File: src/rtl/vend_pkg.sv
// Shared types and helpers for the vend dispense sequencer: state encoding,
// product select constants and the one-hot legality check.
package vend_pkg;

    typedef enum logic [2:0] {
        IDLE,
        MOTOR,
        GAP,
        COIN,
        DONE
    } state_t;

    localparam logic [3:0] PROD_A    = 4'b0001;
    localparam logic [3:0] PROD_B    = 4'b0010;
    localparam logic [3:0] PROD_C    = 4'b0100;
    localparam logic [3:0] PROD_D    = 4'b1000;
    localparam logic [3:0] PROD_NONE = 4'b0000;

    // Exactly one bit set: non-zero and clearing the lowest set bit leaves zero.
    function automatic logic is_onehot(input logic [3:0] sel);
        return (sel != 4'd0) && ((sel & (sel - 4'd1)) == 4'd0);
    endfunction

endpackage

File: src/rtl/vend_timer.sv
// 8-bit loadable down-counter that parks at zero; expired flags the zero value
// so the sequencer can leave a state on the cycle the count reads 0.
module vend_timer (
    input  logic       clk,
    input  logic       clr,
    input  logic       load,
    input  logic [7:0] load_value,
    output logic [7:0] value,
    output logic       expired
);

    always_ff @(posedge clk) begin
        if (clr) begin
            value <= 8'd0;
        end else if (load) begin
            value <= load_value;
        end else if (value != 8'd0) begin
            value <= value - 8'd1;
        end
    end

    assign expired = (value == 8'd0);

endmodule

File: src/rtl/vend_dispense_sequencer.sv
// Runs one vend job: pulses the selected product motor, then ejects the change
// one nickel at a time with fixed pulse/gap timing, and reports done.
module vend_dispense_sequencer
    import vend_pkg::*;
#(
    parameter int unsigned MOTOR_CYCLES = 8,
    parameter int unsigned PULSE_CYCLES = 4,
    parameter int unsigned GAP_CYCLES   = 4,
    parameter int unsigned CHG_W        = 3
) (
    input  logic             clk,
    input  logic             clr,
    input  logic             vend_req,
    input  logic [3:0]       vend_prod,
    input  logic [CHG_W-1:0] vend_change,
    output logic             vend_ack,
    output logic             vend_err,
    output logic             busy,
    output logic [3:0]       motor,
    output logic             coin_out,
    output logic [CHG_W-1:0] coins_left,
    output logic             done
);

    localparam logic [7:0] MOTOR_LOAD = 8'(MOTOR_CYCLES - 1);
    localparam logic [7:0] PULSE_LOAD = 8'(PULSE_CYCLES - 1);
    localparam logic [7:0] GAP_LOAD   = 8'(GAP_CYCLES - 1);

    state_t           state;
    state_t           state_next;
    logic [3:0]       prod_q;
    logic [3:0]       prod_next;
    logic [CHG_W-1:0] coins_next;
    logic             ack_next;
    logic             err_next;
    logic             tmr_load;
    logic [7:0]       tmr_load_value;
    logic [7:0]       tmr_count;
    logic             tmr_expired;

    vend_timer u_timer (
        .clk        (clk),
        .clr        (clr),
        .load       (tmr_load),
        .load_value (tmr_load_value),
        .value      (tmr_count),
        .expired    (tmr_expired)
    );

    // Outputs are registered from the next state so they line up with the state they describe.
    always_ff @(posedge clk) begin
        if (clr) begin
            state      <= IDLE;
            prod_q     <= 4'd0;
            coins_left <= '0;
            vend_ack   <= 1'b0;
            vend_err   <= 1'b0;
            busy       <= 1'b0;
            motor      <= 4'd0;
            coin_out   <= 1'b0;
            done       <= 1'b0;
        end else begin
            state      <= state_next;
            prod_q     <= prod_next;
            coins_left <= coins_next;
            vend_ack   <= ack_next;
            vend_err   <= err_next;
            busy       <= (state_next != IDLE);
            motor      <= (state_next == MOTOR) ? prod_next : 4'd0;
            coin_out   <= (state_next == COIN);
            done       <= (state_next == DONE);
        end
    end

    always_comb begin
        state_next     = state;
        prod_next      = prod_q;
        coins_next     = coins_left;
        ack_next       = 1'b0;
        err_next       = 1'b0;
        tmr_load       = 1'b0;
        tmr_load_value = 8'd0;
        case (state)
            IDLE: begin
                if (vend_req) begin
                    if (is_onehot(vend_prod)) begin
                        state_next     = MOTOR;
                        prod_next      = vend_prod;
                        coins_next     = vend_change;
                        ack_next       = 1'b1;
                        tmr_load       = 1'b1;
                        tmr_load_value = MOTOR_LOAD;
                    end else begin
                        err_next = 1'b1;
                    end
                end
            end
            MOTOR: begin
                if (tmr_expired) begin
                    state_next     = GAP;
                    tmr_load       = 1'b1;
                    tmr_load_value = GAP_LOAD;
                end
            end
            GAP: begin
                if (tmr_expired) begin
                    tmr_load = 1'b1;
                    if (coins_left != '0) begin
                        state_next     = COIN;
                        tmr_load_value = PULSE_LOAD;
                    end else begin
                        state_next = DONE;
                    end
                end
            end
            COIN: begin
                // The nickel is counted as ejected when its pulse ends.
                if (tmr_expired) begin
                    state_next     = GAP;
                    coins_next     = coins_left - CHG_W'(1);
                    tmr_load       = 1'b1;
                    tmr_load_value = GAP_LOAD;
                end
            end
            DONE: begin
                state_next = IDLE;
                tmr_load   = 1'b1;
            end
            default: begin
                state_next = IDLE;
            end
        endcase
    end

    coin_pulse_bounded: assert property (@(posedge clk) disable iff (clr)
        (state == COIN) |-> (tmr_count <= PULSE_LOAD));

endmodule

File: config.mk
export PLATFORM = sky130hd
export DESIGN_NAME = vend_dispense_sequencer
export DESIGN_NICKNAME = d
export VERILOG_FILES = /design/src/rtl/vend_pkg.sv /design/src/rtl/vend_timer.sv /design/src/rtl/vend_dispense_sequencer.sv
export SDC_FILE = /design/constraint.sdc
export NUM_CORES = 1
export LEC_CHECK = 0
export ABC_CLOCK_PERIOD_IN_PS = 4600
export CAP_MARGIN = 20
export CORE_AREA = 2 2 55 57
export DETAILED_ROUTE_END_ITERATION = 12
export DIE_AREA = 0 0 57 59
export PLACE_DENSITY = 0.73
export SYNTH_ARGS = -nofsm -noshare
export SYNTH_HDL_FRONTEND = slang
export SYNTH_SLANG_ARGS = --single-unit
File: constraint.sdc
create_clock -name clk -period 4.6 [get_ports clk]
set_input_delay 0.92 -clock clk [delete_from_list [all_inputs] [get_ports clk]]
set_output_delay 0.92 -clock clk [all_outputs]
set_load 0.05 [all_outputs]
==> flow_metrics.tcl, run 1 <==
set metrics [dict create \
    seq_area_frac_synth_pct 40.72 \
    antenna_cells 0 \
    hp-class "flop to flop" \
    multi_input_area_um2 747.0 \
    ctsHoldBuffers 0 \
    layout-drive-gt1-share_pct 11.24 \
    grt_max_degree 19 \
    dp_cells 196 \
    crit-reg2reg-launch "u_timer.value[0]" \
    synth_edf_count 0 \
    clk_pin_slew_ns 0.15 \
    start_util_pct 48.98 \
    end_kind "output pin" \
    cap_viol_max_count 0 \
    power.density_nw_per_um2 495.6 \
    crit_required_ns 3.68 \
    cts_tree "built" \
    track_usage_pct 17.43 \
    clockBufferDepth 2 \
    max_stage_delay_ns 0.82 \
    fin_crit_sh_pct 53.20 \
    insertion_delay_ns 0.33 \
    numPortBuffers 21 \
    syn_to_final_growth_pct 19.51 \
    die_area_um2 3363 \
    crit_family "buffers and inverters" \
    drc 0 \
    ant_nets 0 \
    hold_depth 2 \
    core_area_um2 2710 \
    worst_pin_slew_ns 0.8015 \
    fin_tns_setup_ns 0 \
    synthFlopType "dfxtp_1" \
    grt_pass1_wl_um 4581 \
    synthCells 148 \
    fin_crit_ns 2.447 \
    initialDrtViolationCount 35 \
    vias 1150 \
    power.leakage_nw 0.5929 \
    io_pins 22 \
    ir_drop_v 0.0004193 \
    worst-path-max-fanout 4 \
    synthTopCellsByArea "dfxtp_1 (41%), a21oi_1 (5.7%), nand2_1 (5.1%)" \
    root_buffer "clkbuf_4" \
    fmax_mhz 408.7 \
    hold_start "prod_q[0]" \
    crit_buf_inv 1 \
    r2r-end "motor[1]" \
    critPathKind "flop to output pin" \
    syn_nets 161 \
    syn_avg_cell_area_um2 8.970 \
    finalSetupViolCount 0 \
    hold_violations 0 \
    r2r_cells 7 \
    gr-total-overflow 0 \
    cp.arrival_ns 1.53 \
    dp_hpwl_um 2109 \
    yosysMostFrequentCell "dfxtp_1" \
    drv_slew 0 \
    critPathSlowestCell "clkdlybuf4s50_1" \
    netlist_area_um2 1328 \
    grt_pass1_vias 1039 \
    routedWlPerCell_um 13.95 \
    fin_worst_skew_ns 0.008678 \
    synth.top_cells.by_count "dfxtp_1 (27), nand2_1 (18), a21oi_1 (15), nor2_1 (13), nor3_1 (10)" \
    fp-row-count 19 \
    startpoint_type "flop" \
    htreeDepth 1 \
    crit_chain "clkdlybuf4s50_1" \
    post_cts_buffers 0 \
    netlist.area_leader.share_pct 40.72 \
    antenna_found_initial 0 \
    ff2ff_setup_slack_ns 2.58 \
    final_nets 183 \
    synth_largest_area_cell "dfxtp_1" \
    yosysWarnings 0 \
    layout.cells.non_filler 200 \
    whs_endpoint "prod_q[0]" \
    ys_types 43 \
    n_fill_cell 238 \
    finalWeightedCongestion 0.7686 \
    ff_latch_area_um2 540.5 \
    die_x_um 57 \
    dr.pass1.iters 4 \
    die_height_um 59 \
    via_per_inst 5.750 \
    ctsResizeCount 0 \
    numClockSinks 27 \
    ys_ff_latch 27 \
    cts_made_buffers 3 \
    wirelength_um 2789 \
    status "finished clean" \
    ys_async_sr_fraction_pct 0 \
    slew_headroom_pct 46.40 \
    utilization_pct 58.54 \
    rsz0062_at_grt "no" \
]
[flip-flops by register name, indices dropped and copies added, names as in the netlist]
| name | flops |
|---|---|
| state | 3 |
| vend_ack | 1 |
| motor | 4 |
| busy | 1 |
| prod_q | 4 |
| u_timer.value | 8 |
| coins_left | 3 |
| vend_err | 1 |
| coin_out | 1 |
| done | 1 |
[metal layers]
layer	vias up	share of wire [%]	GRT usage, %
li1	573	-	-
met1	545	45	22.13
met2	25	51	29.23
met3	7	3.4	4.585
met4	0	1.2	5.316
met5	-	0	0
[cells by family (layout without fill, tap and decap cells)]
| kind of cell | count (synthesis) | count (layout) | share of synthesized area [%] |
|---|---|---|---|
| and+or+nand+nor | 68 | 68 | 30.25 |
| AOI/OAI and AO/OA | 34 | 34 | 18.85 |
| DFF | 27 | 27 | 40.72 |
| buffers and inverters | 10 | 31 | 3.016 |
| muxes | 4 | 4 | 3.016 |
| adders and majority gates | 3 | 3 | 2.828 |
| xor gates and xnor gates | 2 | 2 | 1.320 |
[cell usage in the layout, fill, tap and decap left out, types with 2 or more instances in the layout]
cell / n
nor4bb_1: 2
o21a_1: 2
nor3_1: 10
nor2_1: 13
nand2b_1: 3
clkbuf_4: 3
inv_1: 6
nor3b_1: 2
o21ai_2: 2
and2_1: 2
nor2b_1: 2
nand3b_1: 2
mux2i_1: 4
nor2_2: 2
dfxtp_1: 27
ha_1: 3
nor4b_2: 2
a21o_1: 2
clkdlybuf4s50_1: 21
a21oi_1: 15
and4_1: 2
a221oi_2: 3
nand2_1: 18
[cell type report]
type	instances	area share (%)
Clock inverter	1	0.3155
Clock buffer	3	1.420
Sequential cell	27	34.07
Timing Repair Buffer	21	13.25
Tap cell	31	2.445
Multi-Input combinational cell	111	47.08
Inverter	6	1.420
[metrics by stage]
stage | instance area (um2) | hold WS [ns] | power, mW | setup WS [ns]
final | 1587 | 0.4695 | 0.7863 | 2.153
after global routing | 1587 | 0.4791 | 0.8433 | 2.086
after CTS | 1587 | 0.4688 | 0.7927 | 2.139
after detailed placement | 1559 | 0.4495 | 0.6883 | 1.841
after global placement | 1559 | 0.4434 | 0.6685 | 1.905
after floorplan | 1328 | 0.4366 | 0.6060 | 2.529
[power breakdown]
group | switching (mW) | total (mW) | internal [mW] | leakage, nW
clock network | 0.0695 | 0.102 | 0.0326 | 0.0177
logic | 0.211 | 0.371 | 0.160 | 0.355
registers | 0.0415 | 0.313 | 0.272 | 0.220
[worst max path at each step]
stage | slack, ns | startpoint | endpoint | cells after the start
after global placement | 1.90 | vend_prod[2] | u_timer.value[1] | 6
final | 2.15 | coins_left[2] | coins_left[2] | 1
after global routing | 2.09 | coins_left[2] | coins_left[2] | 1
after detailed placement | 1.84 | vend_prod[2] | u_timer.value[1] | 6
after CTS | 2.14 | coins_left[2] | coins_left[2] | 1
after floorplan | 2.53 | vend_prod[0] | u_timer.value[0] | 5
(Power assumes the default switching activity.)
==> run 2: changes to the inputs <==
--- a/config.mk
+++ b/config.mk
@@ -5,12 +5,12 @@
 export SDC_FILE = /design/constraint.sdc
 export NUM_CORES = 1
 export LEC_CHECK = 0
-export ABC_CLOCK_PERIOD_IN_PS = 4600
+export ABC_CLOCK_PERIOD_IN_PS = 2000
 export CAP_MARGIN = 20
-export CORE_AREA = 2 2 55 57
+export CORE_AREA = 2 2 57 59
 export DETAILED_ROUTE_END_ITERATION = 12
-export DIE_AREA = 0 0 57 59
-export PLACE_DENSITY = 0.73
+export DIE_AREA = 0 0 59 61
+export PLACE_DENSITY = 0.72
 export SYNTH_ARGS = -nofsm -noshare
 export SYNTH_HDL_FRONTEND = slang
 export SYNTH_SLANG_ARGS = --single-unit
==> constraint.sdc (replaced) <==
create_clock -name clk -period 2 [get_ports clk]
set_input_delay 0.4 -clock clk [delete_from_list [all_inputs] [get_ports clk]]
set_output_delay 0.4 -clock clk [all_outputs]
set_load 0.05 [all_outputs]
==> run 2 against run 1 <==
  * Sequential share of layout area fell by 1.4 points
  * Utilization shrank 2.5 points
  * Worst setup slack got worse by 2.1 ns
  * Critical path depth unchanged
  * Sequential power grew 130%
  * Die area increased by 7.0%
  * Via count increased by 0.61%
  * Non-clock buffer count increased by 8
  * Global-route usage rose by 0.16 points
  * First-iteration DRC count grew 51%
  * Total power is 140% higher
  * Critical path type unchanged
  * Largest cell class unchanged
  * Largest power group unchanged
==> flow_metrics.tcl, run 2 (synthesis gave the netlist of run 1 again) <==
set metrics [dict create \
    ant_nets 0 \
    gr-total-overflow 0 \
    drc 0 \
    track_usage_pct 17.59 \
    fmax_mhz 516.4 \
    syn_to_final_growth_pct 24.60 \
    via_per_inst 5.510 \
    layout_commonest_cell "dfxtp_1" \
    initialDrtViolationCount 53 \
    most-common-layout-cells "dfxtp_1 (27), clkdlybuf4s50_1 (20), nand2_1 (18), a21oi_1 (15), nor2_1 (13)" \
    htreeDepth 1 \
    fin_crit_sh_pct 96.83 \
    vias 1157 \
    r2r-end "u_timer.value[1]" \
    dp_hpwl_um 2222 \
    crit-reg2reg-launch "u_timer.value[0]" \
    p_total_mw 1.894 \
    finalWeightedCongestion 0.7513 \
    start_util_pct 44.96 \
    drv_slew 0 \
    n_fill_cell 291 \
    worst-path-max-fanout 3 \
    whs_endpoint "prod_q[0]" \
    status "finished clean" \
    crit_required_ns 1.60 \
    startpoint_type "flop" \
    numClockSinks 27 \
    rsz0062_at_grt "no" \
    hold_violations 0 \
    max_stage_delay_ns 0.81 \
    final_nets 191 \
    die_x_um 59 \
    insertion_delay_ns 0.33 \
    hold_start "prod_q[0]" \
    io_pins 22 \
    cts_tree "built" \
    antenna_cells 0 \
    fin_worst_skew_ns 0.002172 \
    core_area_um2 2953 \
    dr.pass1.iters 4 \
    grt_max_degree 17 \
    finalSetupViolCount 0 \
    hold_depth 2 \
    hold_ws_ns 0.4728 \
    ir_drop_v 0.0004597 \
    cap_viol_max_count 0 \
    fp-row-count 20 \
    end_kind "output pin" \
    ff2ff_setup_slack_ns 0.14 \
    grt_pass1_vias 1131 \
    clockBufferDepth 2 \
    numPortBuffers 21 \
    crit_family "buffers and inverters" \
    cts_made_buffers 3 \
    die_area_um2 3599 \
    hp-class "flop to flop" \
    routedWlPerCell_um 13.59 \
    root_buffer "clkbuf_4" \
    critPathKind "flop to output pin" \
    power.density_nw_per_um2 1145 \
    fin_tns_setup_ns 0 \
    antenna_found_initial 0 \
    regMostFlops "u_timer.value" \
    crit_chain "clkdlybuf4s50_1" \
    worst_pin_slew_ns 0.5432 \
    grt_pass1_wl_um 4816 \
    largest_reg_flops 8 \
    utilization_pct 56.02 \
    wirelength_um 2853 \
    die_height_um 61 \
    layout-drive-gt1-share_pct 15.82 \
    fin_crit_ns 1.937 \
    crit_buf_inv 1 \
    power.leakage_nw 0.6328 \
    critPathSlowestCell "clkdlybuf4s50_1" \
    r2r_cells 7 \
    cp.arrival_ns 1.54 \
    clk_pin_slew_ns 0.16 \
    slew_headroom_pct 63.59 \
    reg_top3 "u_timer.value x8, motor x4, prod_q x4" \
]
## run 2: per-stage QoR
stage / area (um2) / worst slack, ns / cells
floorplan: 1328 / 0.2751 / 148
global placement: 1622 / -0.1360 / 206
detailed placement: 1622 / -0.1790 / 206
CTS: 1650 / 0.04872 / 210
global route: 1654 / 0.01307 / 210
finish: 1654 / 0.06345 / 210
## run 2: worst max path at each step
stage | start | end | slack, ns | cells after the start
floorplan | coins_left[0] | motor[0] | 0.28 | 7
global placement | vend_prod[2] | coins_left[0] | -0.14 | 7
detailed placement | vend_prod[2] | coins_left[1] | -0.18 | 7
CTS | coins_left[1] | coins_left[1] | 0.05 | 1
global route | coins_left[1] | coins_left[1] | 0.01 | 1
finish | coins_left[1] | coins_left[1] | 0.06 | 1
## run 2: timing repair
item                                    in CTS  in global routing
buffers inserted                             0                  0
hold buffers                                 0                  0
endpoints found under the setup margin       1                  3
endpoints found under the hold margin        0                  0
gates cloned                                 0                  0
resized for setup                            1                  1
## run 2: layout make-up
type / instances / area [um2] / area share (%)
Clock buffer: 3 / 22.52 / 1.362
Clock inverter: 1 / 7.507 / 0.4539
Inverter: 6 / 22.52 / 1.362
Multi-Input combinational cell: 111 / 750.7 / 45.39
Sequential cell: 27 / 540.5 / 32.68
Tap cell: 33 / 41.29 / 2.496
Timing Repair Buffer: 29 / 269.0 / 16.26
## run 2: power breakdown
group | switching, mW | total (mW) | internal [mW]
clock network | 0.177 | 0.254 | 0.0767
registers | 0.0970 | 0.723 | 0.626
logic | 0.504 | 0.917 | 0.413
total | 0.779 | 1.89 | 1.12
## run 2: per-layer routing
metal  vias to the layer above  track usage (%)  wire [um]
met5                         -                0          0
met4                         0            5.844         19
met3                         2            2.559         78
met2                        25            30.16       1481
met1                       542            22.76       1274
li1                        588                -          -
